===== config.mk =====
export PLATFORM = sky130hd
export DESIGN_NAME = fetch_unit_flat
export DESIGN_NICKNAME = d
export VERILOG_FILES = /design/src/rtl/fetch_pkg.sv /design/src/rtl/fetch_imem_if.sv /design/src/rtl/fetch_ifid_reg.sv /design/src/rtl/fetch_unit.sv /design/src/flat_wrapper.sv
export SDC_FILE = /design/constraint.sdc
export NUM_CORES = 1
export LEC_CHECK = 0
export CAP_MARGIN = 20
export CORE_ASPECT_RATIO = 1.25
export CORE_MARGIN = 3
export CORE_UTILIZATION = 45
export CTS_BUF_LIST = sky130_fd_sc_hd__clkbuf_8
export CTS_CLUSTER_DIAMETER = 30
export DETAILED_ROUTE_END_ITERATION = 8
export PLACE_DENSITY = 0.84
export SYNTH_ARGS = -nofsm -noshare
export SYNTH_HDL_FRONTEND = slang
export SYNTH_SLANG_ARGS = --single-unit

===== constraint.sdc =====
create_clock -name clk -period 2.5 [get_ports clk]
set_input_delay 0.5 -clock clk [delete_from_list [all_inputs] [get_ports clk]]
set_output_delay 0.5 -clock clk [all_outputs]
set_load 0.02 [all_outputs]

===== src/rtl/fetch_pkg.sv =====
// fetch_pkg: types and constants shared by the fetch unit, its IF/ID register
// and the bench.
//   fetch_state_t : RUN / HALT / ERR state encoding of the fetch FSM
//   HALT_OPCODE   : default instruction word that stops fetching
//   BUBBLE_INST   : instruction word placed in IF/ID for a bubble
package fetch_pkg;

  typedef enum logic [1:0] {
    RUN  = 2'd0,
    HALT = 2'd1,
    ERR  = 2'd2
  } fetch_state_t;

  localparam logic [15:0] HALT_OPCODE = 16'hEFFF;
  localparam logic [15:0] BUBBLE_INST = 16'h0000;

endpackage


===== src/rtl/fetch_imem_if.sv =====
// fetch_imem_if: instruction-memory bus between the fetch unit and its memory.
//   imem_addr : byte address driven by the fetcher (master)
//   imem_data : instruction word returned combinationally by the memory (slave)
interface fetch_imem_if #(
  parameter int AW = 16,
  parameter int DW = 16
);
  logic [AW-1:0] imem_addr;
  logic [DW-1:0] imem_data;

  modport master (output imem_addr, input imem_data);
  modport slave  (input imem_addr, output imem_data);
endinterface


===== src/rtl/fetch_ifid_reg.sv =====
// fetch_ifid_reg: IF/ID pipeline register.
//   clk, rst      : clock, asynchronous active-low reset
//   load          : capture inst_in / pc_next_in with valid=1
//   bubble        : load an empty slot (inst 0, pc_next 0, valid 0); wins over load
//   (neither)     : hold
//   inst, pc_next, valid : registered IF/ID contents
module fetch_ifid_reg
  import fetch_pkg::*;
#(
  parameter int AW = 16,
  parameter int DW = 16
) (
  input  logic          clk,
  input  logic          rst,
  input  logic          load,
  input  logic          bubble,
  input  logic [DW-1:0] inst_in,
  input  logic [AW-1:0] pc_next_in,
  output logic [DW-1:0] inst,
  output logic [AW-1:0] pc_next,
  output logic          valid
);

  always_ff @(posedge clk or negedge rst) begin
    if (!rst) begin
      inst    <= DW'(BUBBLE_INST);
      pc_next <= '0;
      valid   <= 1'b0;
    end else if (bubble) begin
      inst    <= DW'(BUBBLE_INST);
      pc_next <= '0;
      valid   <= 1'b0;
    end else if (load) begin
      inst    <= inst_in;
      pc_next <= pc_next_in;
      valid   <= 1'b1;
    end
  end

endmodule


===== src/rtl/fetch_unit.sv =====
// fetch_unit: instruction fetch stage with PC, RUN/HALT/ERR state machine and
// IF/ID register.
//   clk, rst     : clock, asynchronous active-low reset
//   imem         : fetch_imem_if.master (imem_addr out = PC, imem_data in)
//   stall        : hold PC, IF/ID and state
//   br_taken     : redirect to {br_target[15:1],1'b0}, bubble IF/ID
//   br_target    : redirect byte address
//   ifid_inst, ifid_pc_next, ifid_valid : IF/ID contents
//   halted       : registered, equals (state == HALT)
//   exc          : sticky out-of-range fetch exception
//   dbg_state    : current FSM state for observation
// Optional feature macro FETCH_BOUNDS_EXC_EN: fetching at PC/2 >= INST_MEM_SIZE
// raises exc and parks the unit in ERR (left only by reset). Without it exc
// stays 0 and out-of-range fetches proceed like any other.
//
// Control semantics: br_taken beats stall; stall beats normal fetch. A
// redirect in ERR is ignored except that IF/ID keeps its bubble.
module fetch_unit
  import fetch_pkg::*;
#(
  parameter int                            INST_ADDR_WIDTH     = 16,
  parameter int                            INST_DATA_BIT_WIDTH = 16,
  parameter int                            INST_MEM_SIZE       = 26,
  parameter logic [INST_ADDR_WIDTH-1:0]    RESET_PC            = '0,
  parameter logic [INST_DATA_BIT_WIDTH-1:0] HALT_OPCODE        = fetch_pkg::HALT_OPCODE
) (
  input  logic                           clk,
  input  logic                           rst,
  fetch_imem_if.master                   imem,
  input  logic                           stall,
  input  logic                           br_taken,
  input  logic [INST_ADDR_WIDTH-1:0]     br_target,
  output logic [INST_DATA_BIT_WIDTH-1:0] ifid_inst,
  output logic [INST_ADDR_WIDTH-1:0]     ifid_pc_next,
  output logic                           ifid_valid,
  output logic                           halted,
  output logic                           exc,
  output fetch_state_t                   dbg_state
);

  localparam int AW = INST_ADDR_WIDTH;
  localparam logic [AW-1:0] MEM_WORDS = AW'(INST_MEM_SIZE);

`ifdef FETCH_BOUNDS_EXC_EN
  localparam bit BOUNDS_EN = 1'b1;
`else
  localparam bit BOUNDS_EN = 1'b0;
`endif

  fetch_state_t  state;
  logic [AW-1:0] pc;
  logic [AW-1:0] pc_plus2;
  logic          oob;
  logic          is_halt;
  logic          ifid_load;
  logic          ifid_bubble;

  // Address comes straight from the PC register: no input reaches imem_addr.
  assign imem.imem_addr = pc;
  assign dbg_state      = state;

  assign pc_plus2 = pc + AW'(2);   // wraps modulo 2^AW
  assign oob      = BOUNDS_EN && ((pc >> 1) >= MEM_WORDS);
  assign is_halt  = (imem.imem_data == HALT_OPCODE);

  // A live fetch in RUN latches the word (including the halt word itself);
  // HALT/ERR and out-of-range fetches feed bubbles while not stalled.
  assign ifid_load   = !br_taken && !stall && (state == RUN) && !oob;
  assign ifid_bubble = br_taken ||
                       (!stall && ((state != RUN) || oob));

  always_ff @(posedge clk or negedge rst) begin
    if (!rst) begin
      pc     <= RESET_PC;
      state  <= RUN;
      halted <= 1'b0;
      exc    <= 1'b0;
    end else if (br_taken) begin
      if (state != ERR) begin
        pc     <= {br_target[AW-1:1], 1'b0};
        state  <= RUN;
        halted <= 1'b0;
      end
    end else if (!stall) begin
      case (state)
        RUN: begin
          if (oob) begin
            state <= ERR;
            exc   <= 1'b1;
          end else if (is_halt) begin
            state  <= HALT;
            halted <= 1'b1;
          end else begin
            pc <= pc_plus2;
          end
        end
        default: ;  // HALT and ERR hold the PC
      endcase
    end
  end

  fetch_ifid_reg #(
    .AW(INST_ADDR_WIDTH),
    .DW(INST_DATA_BIT_WIDTH)
  ) u_ifid (
    .clk        (clk),
    .rst        (rst),
    .load       (ifid_load),
    .bubble     (ifid_bubble),
    .inst_in    (imem.imem_data),
    .pc_next_in (pc_plus2),
    .inst       (ifid_inst),
    .pc_next    (ifid_pc_next),
    .valid      (ifid_valid)
  );

endmodule

===== src/flat_wrapper.sv =====
// flat-port wrapper written by rule: the top's interface ports become plain ports
module fetch_unit_flat import fetch_pkg::*;
#(
  parameter int                            INST_ADDR_WIDTH     = 16,
  parameter int                            INST_DATA_BIT_WIDTH = 16,
  parameter int                            INST_MEM_SIZE       = 26,
  parameter logic [INST_ADDR_WIDTH-1:0]    RESET_PC            = '0,
  parameter logic [INST_DATA_BIT_WIDTH-1:0] HALT_OPCODE        = fetch_pkg::HALT_OPCODE
)
  (clk, rst, stall, br_taken, br_target, ifid_inst, ifid_pc_next, ifid_valid, halted, exc, dbg_state, imem_imem_addr, imem_imem_data);
  fetch_imem_if imem_i ();
  input  logic clk;
  input  logic rst;
  input  logic stall;
  input  logic br_taken;
  input  logic [INST_ADDR_WIDTH-1:0] br_target;
  output logic [INST_DATA_BIT_WIDTH-1:0] ifid_inst;
  output logic [INST_ADDR_WIDTH-1:0] ifid_pc_next;
  output logic ifid_valid;
  output logic halted;
  output logic exc;
  output fetch_state_t dbg_state;
  output wire logic [$bits(imem_i.imem_addr)-1:0] imem_imem_addr;
  input wire logic [$bits(imem_i.imem_data)-1:0] imem_imem_data;
  assign imem_imem_addr = imem_i.imem_addr;
  assign imem_i.imem_data = imem_imem_data;
  fetch_unit #(.INST_ADDR_WIDTH(INST_ADDR_WIDTH), .INST_DATA_BIT_WIDTH(INST_DATA_BIT_WIDTH), .INST_MEM_SIZE(INST_MEM_SIZE), .RESET_PC(RESET_PC), .HALT_OPCODE(HALT_OPCODE)) u_core (.clk(clk), .rst(rst), .imem(imem_i), .stall(stall), .br_taken(br_taken), .br_target(br_target), .ifid_inst(ifid_inst), .ifid_pc_next(ifid_pc_next), .ifid_valid(ifid_valid), .halted(halted), .exc(exc), .dbg_state(dbg_state));
endmodule

* After elaboration in Yosys (flattened, before gate mapping) *
Index checks and enable logic that the tools add are counted.

cells by class
  add/subtract/negate cells = 1
  equal/unequal tests = 5
  muxes and demuxes = 21
  reductions and logical operators = 13

operators by type and width
  kind                                            count
  two-way mux 16 bit                              9
  adder 16 x 2 -> 16 bit (second input constant)  1
  == test 16 bit (second input constant)          1
  two-way mux 2 bit                               5
  AND reduction 4 bit                             2
  nonzero test 2 bit                              4
  two-way mux 1 bit                               7
  != test 2 x 1 -> 1 bit (second input constant)  2
  != test 2 bit (second input constant)           2
  logical AND 1 bit                               3
  logical NOT 1 bit                               2
  logical NOT 2 bit                               1
  logical OR 1 bit                                1

word-level totals
  register bits = 52
  output and inout port bits = 53
  input bits = 36

* Logic depth before layout (Yosys ltp) *
Gate-level depths: netlist of run 1.

  depth in word-level cells = 5
  depth in mapped cells = 7
  depth with buffers taken out = 6

* Modules after synthesis *
Synthesis of run 1 repeated with hierarchy kept, for this count alone.

second synthesis, totals
  cells, all modules = 244
  area, all modules = 2506.2 um2

modules (own cells, without submodules)
  module          cells each  area each (um2)  times used
  fetch_ifid_reg  107         1362.6           1
  fetch_unit      137         1143.6           1

* Least setup slack after synthesis of run 1 *
Ideal clock, no wire load.

  path type = register to register
  from = register u_core.pc[2], in the netlist u_core.imem.imem_addr[2]
  to = register u_core.pc[11], in the netlist u_core.imem.imem_addr[11]
  arrival = 1833 ps
  setup slack = 590 ps
  clock period less this slack = 1910 ps
  cell stages (with the launch flop) = 7
  path through = dfrtp_1 > ha_1 > nand4_2 > or4_1 > a311oi_1 > a21oi_1 > o21ai_1

on the way
  word-level cells in the longest chain between the ends = 5

RTL lines
  element                 RTL line          text
  from (decl)             fetch_unit.sv:51  logic [AW-1:0] pc;
  from (signal assigned)  fetch_unit.sv:80  pc <= {br_target[AW-1:1], 1'b0};
  from (signal assigned)  fetch_unit.sv:94  pc <= pc_plus2;
  adder 16 x 2 -> 16 bit  fetch_unit.sv:62  assign pc_plus2 = pc + AW'(2);
  two-way mux 16 bit      fetch_unit.sv:90  end else if (is_halt) begin
  two-way mux 16 bit      fetch_unit.sv:85  case (state)
  two-way mux 16 bit      fetch_unit.sv:84  end else if (!stall) begin
  two-way mux 16 bit      fetch_unit.sv:78  end else if (br_taken) begin

No other way between the ends. The select of a mux whose other input is x is not followed.
A chain may end at the register's enable or synchronous reset.

* Final worst setup path of run 1 *
  from = input stall
  to = register u_core.u_ifid.valid

on the way
  word-level cells in the longest chain between the ends = 4
  elaborated cells between the ends (all ways) = 7
  those cells by class = mux (1); reduce/logical (6)

RTL lines
  element                                                         RTL line                            text
  from (decl)                                                     flat_wrapper.sv:14                  input logic stall;
  logical NOT 1 bit *                                             fetch_unit.sv:68, fetch_unit.sv:70
  logical AND 1 bit, on equally long branches                     fetch_unit.sv:70, fetch_unit.sv:68
  logical OR 1 bit / logical AND 1 bit (equally long branches)    fetch_unit.sv:69, fetch_unit.sv:68
  two-way mux 1 bit / nonzero test 2 bit (equally long branches)  n/a
  to (signal assigned)                                            fetch_ifid_reg.sv:28                valid <= 1'b0;
  to (signal assigned)                                            fetch_ifid_reg.sv:32                valid <= 1'b0;
  to (signal assigned)                                            fetch_ifid_reg.sv:36                valid <= 1'b1;
  to (decl)                                                       fetch_ifid_reg.sv:21                output logic valid

Mark *: on every way between the ends. The rest lies on a longest branch, timed or not.

==> impl_metrics.csv, run 1 <==
group,metric,value,unit
worst_setup_path,r2r_cells,6,
die,die_w,72.38,µm
power_and_ir_drop,intPower,1.455,mW
detailed_routing,vias,2371,
timing,hold_viol,0,
detailed_routing,drc,0,
run,cap_violations,0,
worst_setup_path,worstPathArrival,2340,ps
yosys,ys_seq_area_share,48.46,%
worst_setup_path,worstPathCellList,"clkdlybuf4s50_1 -> nor2b_2 -> buf_4 -> nand2_1 -> nand2_1",
die,fp.dieH,88.98,µm
power_and_ir_drop,combPwrFrac,22.8,%
detailed_routing,totalWireLength,7041,µm
cells_and_area,area_growth,40.28,%
die,coreArea,5189,µm²
yosys,ys_types,50,
yosys,synth_top_area_share,48.46,%
die,rows,29,
yosys,postSynthAreaPerCell,9.460,µm²
clocking,cts_tree,"built",
cells_and_area,layout-drive-gt1-share,7.353,%
die,dieArea,6440,µm²
timing,slew_headroom,38.36,%
die,start_util,47.77,%
clocking,clock_path_buffers,2,
global_routing,grt_pass1_wl,11560,µm
worst_setup_path,critPathMaxStageDelay,790,ps
clocking,htreeDepth,2,
cells_and_area,nets,377,
power_and_ir_drop,pwr-share-seq,44.9,%
worst_setup_path,worstPathRequired,2730,ps
yosys,synth_top_area_cell,"dfrtp_1",
timing,fin_skew,5.907,ps
worst_setup_path,timing.rr.end,"u_core.imem.imem_addr[11]",
die,ios,89,
cells_and_area,final_util,67.01,%
yosys,synth_seq_cells,48,
outcome,outcome,"finished clean",
hold_path,hold_class,"input pin to asynchronous set/reset pin",
worst_setup_path,reg2reg_from,"u_core.imem.imem_addr[2]",
timing,setup_viol,0,
clocking,cts-hold-fix-buffers,0,
yosys,synth_area,2479,µm²
yosys,syn-instance-count,262,
detailed_routing,antenna_left,0,
worst_setup_path,cp_slowest_cell,"nor2b_2",
power_and_ir_drop,p_per_area,584.3,nW/µm²
clocking,cts_root_buf,"clkbuf_8",
worst_setup_path,cp_top_family,"simple AND/OR/NAND/NOR gates",
power_and_ir_drop,power_frac_clock,32.3,%
worst_setup_path,critPathCaptureType,"flop",
global_routing,grt_pass1_vias,2298,
detailed_routing,wl_per_cell,17.51,µm
worst_setup_path,startpoint_type,"input pin",
timing,tightest_slew,920.4,ps
power_and_ir_drop,power.switching,576.1,µW
global_routing,grt_max_degree,24,
clocking,numCtsBuffers,5,
detailed_routing,dr.pass1.iters,5,
place,io_buffer_count,83,
clocking,clk-insertion-delay-late,300,ps
detailed_routing,vias_per_cell,5.898,
power_and_ir_drop,irDropWorstVdd,0.3106,mV
yosys,async_flop_share,100.0,%
cells_and_area,mostFrequentLayoutCell,"clkdlybuf4s50_1",
yosys,synthTopCellsByArea,"dfrtp_1 (48%), a22o_1 (5.7%), nand2_1 (4.8%), o21ai_0 (4.4%), xor2_1 (2.8%)",
timing,finalCritPeriodShare,84.11,%
worst_setup_path,worstSetupPathType,"input pin to flop",
timing,tns,0,ps
cells_and_area,fillCellCount,427,
yosys,synth_warnings,0,
timing,drv_slew,0,
worst_setup_path,cp_common_cell,"nand2_1",
worst_setup_path,path_buf_inv,2,
timing,period_needed,2103,ps
global_routing,globalRouteOverflowTotal,0,
place,gp_congestion,0.8446,
cells_and_area,antennaDiodeCount,0,
clocking,clock-sinks,48,
power_and_ir_drop,power.leakage,1.406,nW
yosys,synth_flop_cell,"dfrtp_1",
global_routing,grt_antenna_before_repair,0,
worst_setup_path,cp_max_fo,23,
power_and_ir_drop,swShare,28.36,%
timing,grt_setup_unrepaired,"no",
clocking,cts_resized,0,
global_routing,grt_usage,23.12,%
clocking,clkTransAtPathRegs,90,ps
worst_setup_path,r2r_slack,430,ps
worst_setup_path,cp-endpoint,"u_core.u_ifid.valid",
place,dp_hpwl,5116,µm
clocking,postCtsSetupBuffers,0,
worst_setup_path,startpoint,"stall",
detailed_routing,drt_iter0_drc,185,
worst_setup_path,cp.depth,5,
timing,max_freq,475.6,MHz
yosys,synth_edf_count,0,
cells_and_area,final_cell_mix,"clkdlybuf4s50_1 (82), dfrtp_1 (48), nand2_1 (32)",
==> power by group through the flow <==
stage | Clock [mW] | Sequential [mW] | Combinational, mW
floorplan | 0 | 0.970 | 0.178
global placement | 0 | 0.923 | 0.455
detailed placement | 0 | 0.926 | 0.464
CTS | 0.669 | 0.911 | 0.466
global route | 0.698 | 0.924 | 0.500
finish | 0.655 | 0.913 | 0.463
==> cells in the mapped netlist, types with 2 or more instances <==
cell type / number
nor3_1: 5
nand4_1: 10
clkbuf_1: 12
dfrtp_1: 48
o21ai_0: 22
nor4_1: 3
a22oi_1: 3
xnor2_1: 5
a32oi_1: 2
nand2_1: 32
a21oi_1: 8
and3_1: 6
a22o_1: 16
o221ai_1: 2
xor2_1: 8
o22ai_1: 6
buf_4: 6
buf_2: 8
nor2_1: 17
and4_1: 2
a31oi_1: 3
and2_1: 3
nand3_1: 8
==> layout make-up <==
type | count | area (µm²) | share of cell area (%)
inverter | 2 | 7.507 | 0.2159
clock inverter | 2 | 60.06 | 1.727
timing repair buffer | 94 | 908.4 | 26.12
multi-input combinational | 189 | 1154 | 33.18
sequential | 48 | 1201 | 34.54
tap | 62 | 77.57 | 2.231
clock buffer | 5 | 68.82 | 1.979
==> metrics by stage <==
stage               total power [mW]  cell area [µm²]  hold slack, ps  cells  setup WS (ps)
global placement               1.378             3348           461.9    395          172.2
CTS                            2.045             3477           153.4    402          396.4
finish                         2.032             3477           141.2    402          397.4
detailed placement             1.390             3348           469.9    395          119.9
global route                   2.122             3477           164.2    402          184.7
floorplan                      1.148             2490           204.4    265          589.9
==> registers in the layout, indices dropped and copies added, names as in the netlist <==
| signal | count |
|---|---|
| u_core.dbg_state | 1 |
| u_core.u_ifid.valid | 1 |
| u_core.imem.imem_addr | 15 |
| u_core.u_ifid.inst | 16 |
| u_core.u_ifid.pc_next | 15 |
==> cell families (layout without fill, tap and decap cells) <==
group	Yosys count	count (layout)	synth area share, %
and+or+nand+nor	94	94	19.18
buffers and inverters	28	103	5.552
other	1	4	0.1513
AOI/OAI and AO/OA	77	77	21.56
adders and majority gates	1	1	0.5047
DFF	48	48	48.46
xor gates and xnor gates	13	13	4.594
==> how the worst min path moves through the flow <==
stage                           endpoint                      start  slack, ps
2_1_floorplan        u_core.dbg_state[0]                        rst        200
3_3_place_gp   u_core.u_ifid.pc_next[10]  u_core.u_ifid.pc_next[10]        460
3_5_place_dp   u_core.u_ifid.pc_next[11]  u_core.u_ifid.pc_next[11]        470
4_1_cts         u_core.u_ifid.pc_next[5]                        rst        150
5_1_grt            u_core.u_ifid.inst[2]                        rst        160
6_report           u_core.u_ifid.inst[2]                        rst        140
==> metal layers <==
layer  vias to the layer above  global-route usage [%]  share of wire, %
met5                         -                       0                 0
met1                      1115                   29.45                39
li1                       1115                       -                 -
met3                        17                   3.037               6.6
met2                       124                   40.27                52
met4                         0                   8.557               2.4
No activity file was read; power rests on OpenSTA's default activity.
==> run 2: changes to the inputs <==
- clock period: 2.5 -> 2 ns (I/O delays scaled with it)
==> run 2 against run 1 <==
Net effect: clock skew hardly changed; sequential power is 23% higher; power is 21% higher; global-route usage hardly changed; critical path depth is 4 lower; critical path type is now flop to output port; critical endpoint is now imem_imem_addr[4].
==> impl_metrics.csv, run 2 (synthesized netlist as in run 1, its figures left out) <==
group,metric,value,unit
outcome,outcome,"finished clean",
cells_and_area,area_growth,46.90,%
die,die_w,72.38,µm
detailed_routing,met3WireLength,410,µm
global_routing,grt_antenna_before_repair,0,
timing,tns,0,ps
detailed_routing,wl_met2,3836,µm
power_and_ir_drop,irDropWorstVdd,0.4102,mV
power_and_ir_drop,power.leakage,1.513,nW
worst_setup_path,worstPathRequired,1600,ps
worst_setup_path,path_buf_inv,1,
worst_setup_path,cp_max_fo,10,
cells_and_area,final_cell_mix,"clkdlybuf4s50_1 (82), dfrtp_1 (48), nand2_1 (32), buf_4 (32), o21ai_0 (22)",
worst_setup_path,cp_top_family,"buffers and inverters",
global_routing,globalRouteOverflowTotal,0,
global_routing,grt_usage,23.16,%
worst_setup_path,r2r_slack,200,ps
detailed_routing,drc,0,
cells_and_area,final_util,70.17,%
cells_and_area,design_area,3641,µm²
worst_setup_path,r2r_cells,5,
place,dp_hpwl,5450,µm
clocking,postCtsSetupBuffers,0,
detailed_routing,vias_per_cell,5.781,
clocking,clk-insertion-delay-late,300,ps
worst_setup_path,cp.depth,1,
clocking,clkTransAtPathRegs,90,ps
timing,fin_skew,6.233,ps
detailed_routing,antenna_left,0,
cells_and_area,mostFrequentLayoutCell,"clkdlybuf4s50_1",
power_and_ir_drop,power,2.455,mW
hold_path,hold_class,"input pin to asynchronous set/reset pin",
cells_and_area,max_flop_register,"u_core.u_ifid.inst",
clocking,clock-sinks,48,
worst_setup_path,critPathCaptureType,"output port",
global_routing,grt_max_degree,28,
worst_setup_path,startpoint_type,"flop",
place,io_buffer_count,83,
clocking,clock_path_buffers,2,
worst_setup_path,cp_slowest_cell,"clkdlybuf4s50_1",
cells_and_area,largest_register_ff_count,16,
clocking,numCtsBuffers,5,
detailed_routing,totalWireLength,7178,µm
die,dieArea,6440,µm²
die,fp.dieH,88.98,µm
global_routing,grt_pass1_wl,11680,µm
die,rows,29,
timing,tightest_slew,510.0,ps
clocking,cts-hold-fix-buffers,0,
die,start_util,47.77,%
detailed_routing,top_layer,"met4",
clocking,cts_tree,"built",
detailed_routing,dr.pass1.iters,4,
detailed_routing,met1_length,2792,µm
cells_and_area,antennaDiodeCount,0,
timing,finalCritPeriodShare,95.90,%
timing,period_needed,1918,ps
cells_and_area,nets,399,
timing,hold_ws,53.91,ps
worst_setup_path,critPathMaxStageDelay,670,ps
detailed_routing,vias,2457,
place,dpl_cell_area,3518,µm²
power_and_ir_drop,p_per_area,674.1,nW/µm²
die,ios,89,
clocking,htreeDepth,2,
timing,drv_slew,0,
timing,setup_viol,0,
place,gp_congestion,0.8308,
timing,slew_headroom,66.00,%
run,cap_violations,0,
worst_setup_path,worstSetupPathType,"flop to output port",
timing,max_freq,521.4,MHz
global_routing,grt_pass1_vias,2411,
timing,hold_viol,0,
cells_and_area,fillCellCount,411,
detailed_routing,drt_iter0_drc,167,
detailed_routing,wl_per_cell,16.89,µm
worst_setup_path,worstPathCellList,"clkdlybuf4s50_1",
cells_and_area,layout-drive-gt1-share,13.22,%
worst_setup_path,worstPathArrival,1520,ps
clocking,cts_root_buf,"clkbuf_8",
die,coreArea,5189,µm²
run 2: stage by stage:
step,setup slack [ps],instances
floorplan,89.94,265
global placement,-255.8,416
detailed placement,-234.6,416
CTS,60.39,424
global route,-14.55,425
finish,82.09,425
run 2: final cells by class:
| cell class | instances | area (µm²) | share of cell area [%] |
|---|---|---|---|
| clock buffer | 5 | 68.82 | 1.890 |
| clock inverter | 3 | 38.79 | 1.065 |
| inverter | 2 | 7.507 | 0.2062 |
| multi-input combinational | 189 | 1161 | 31.89 |
| sequential | 48 | 1201 | 32.99 |
| tap | 62 | 77.57 | 2.131 |
| timing repair buffer | 116 | 1086 | 29.83 |
run 2: power breakdown:
| group | switching, mW | leakage [nW] | internal, mW |
|---|---|---|---|
| sequential | 0.0724 | 0.612 | 1.04 |
| combinational | 0.330 | 0.842 | 0.320 |
| clock | 0.323 | 0.0593 | 0.366 |
| total | 0.725 | 1.51 | 1.73 |
run 2: routing by layer:
| layer | track usage [%] | vias to the layer above |
|---|---|---|
| li1 | - | 1160 |
| met1 | 28.60 | 1184 |
| met2 | 41.34 | 97 |
| met3 | 3.375 | 16 |
| met4 | 8.054 | 0 |
| met5 | 0 | - |
run 2: what timing repair did:
item | in CTS | in global routing
endpoints found under the setup margin | 0 | 4
endpoints found under the hold margin | 0 | 0
resized for setup | 0 | 2
run 2: path summary, 6_finish.rpt:
kind	startpoint	to
setup reg to reg	u_core.imem.imem_addr[4]	u_core.imem.imem_addr[11]
hold reg to reg	u_core.u_ifid.pc_next[12]	u_core.u_ifid.pc_next[12]
max in group asynchronous	rst	u_core.dbg_state[0]
setup / recovery	u_core.imem.imem_addr[4]	imem_imem_addr[4]
hold / removal	rst	u_core.u_ifid.inst[1]
min in group clk	u_core.u_ifid.pc_next[12]	u_core.u_ifid.pc_next[12]
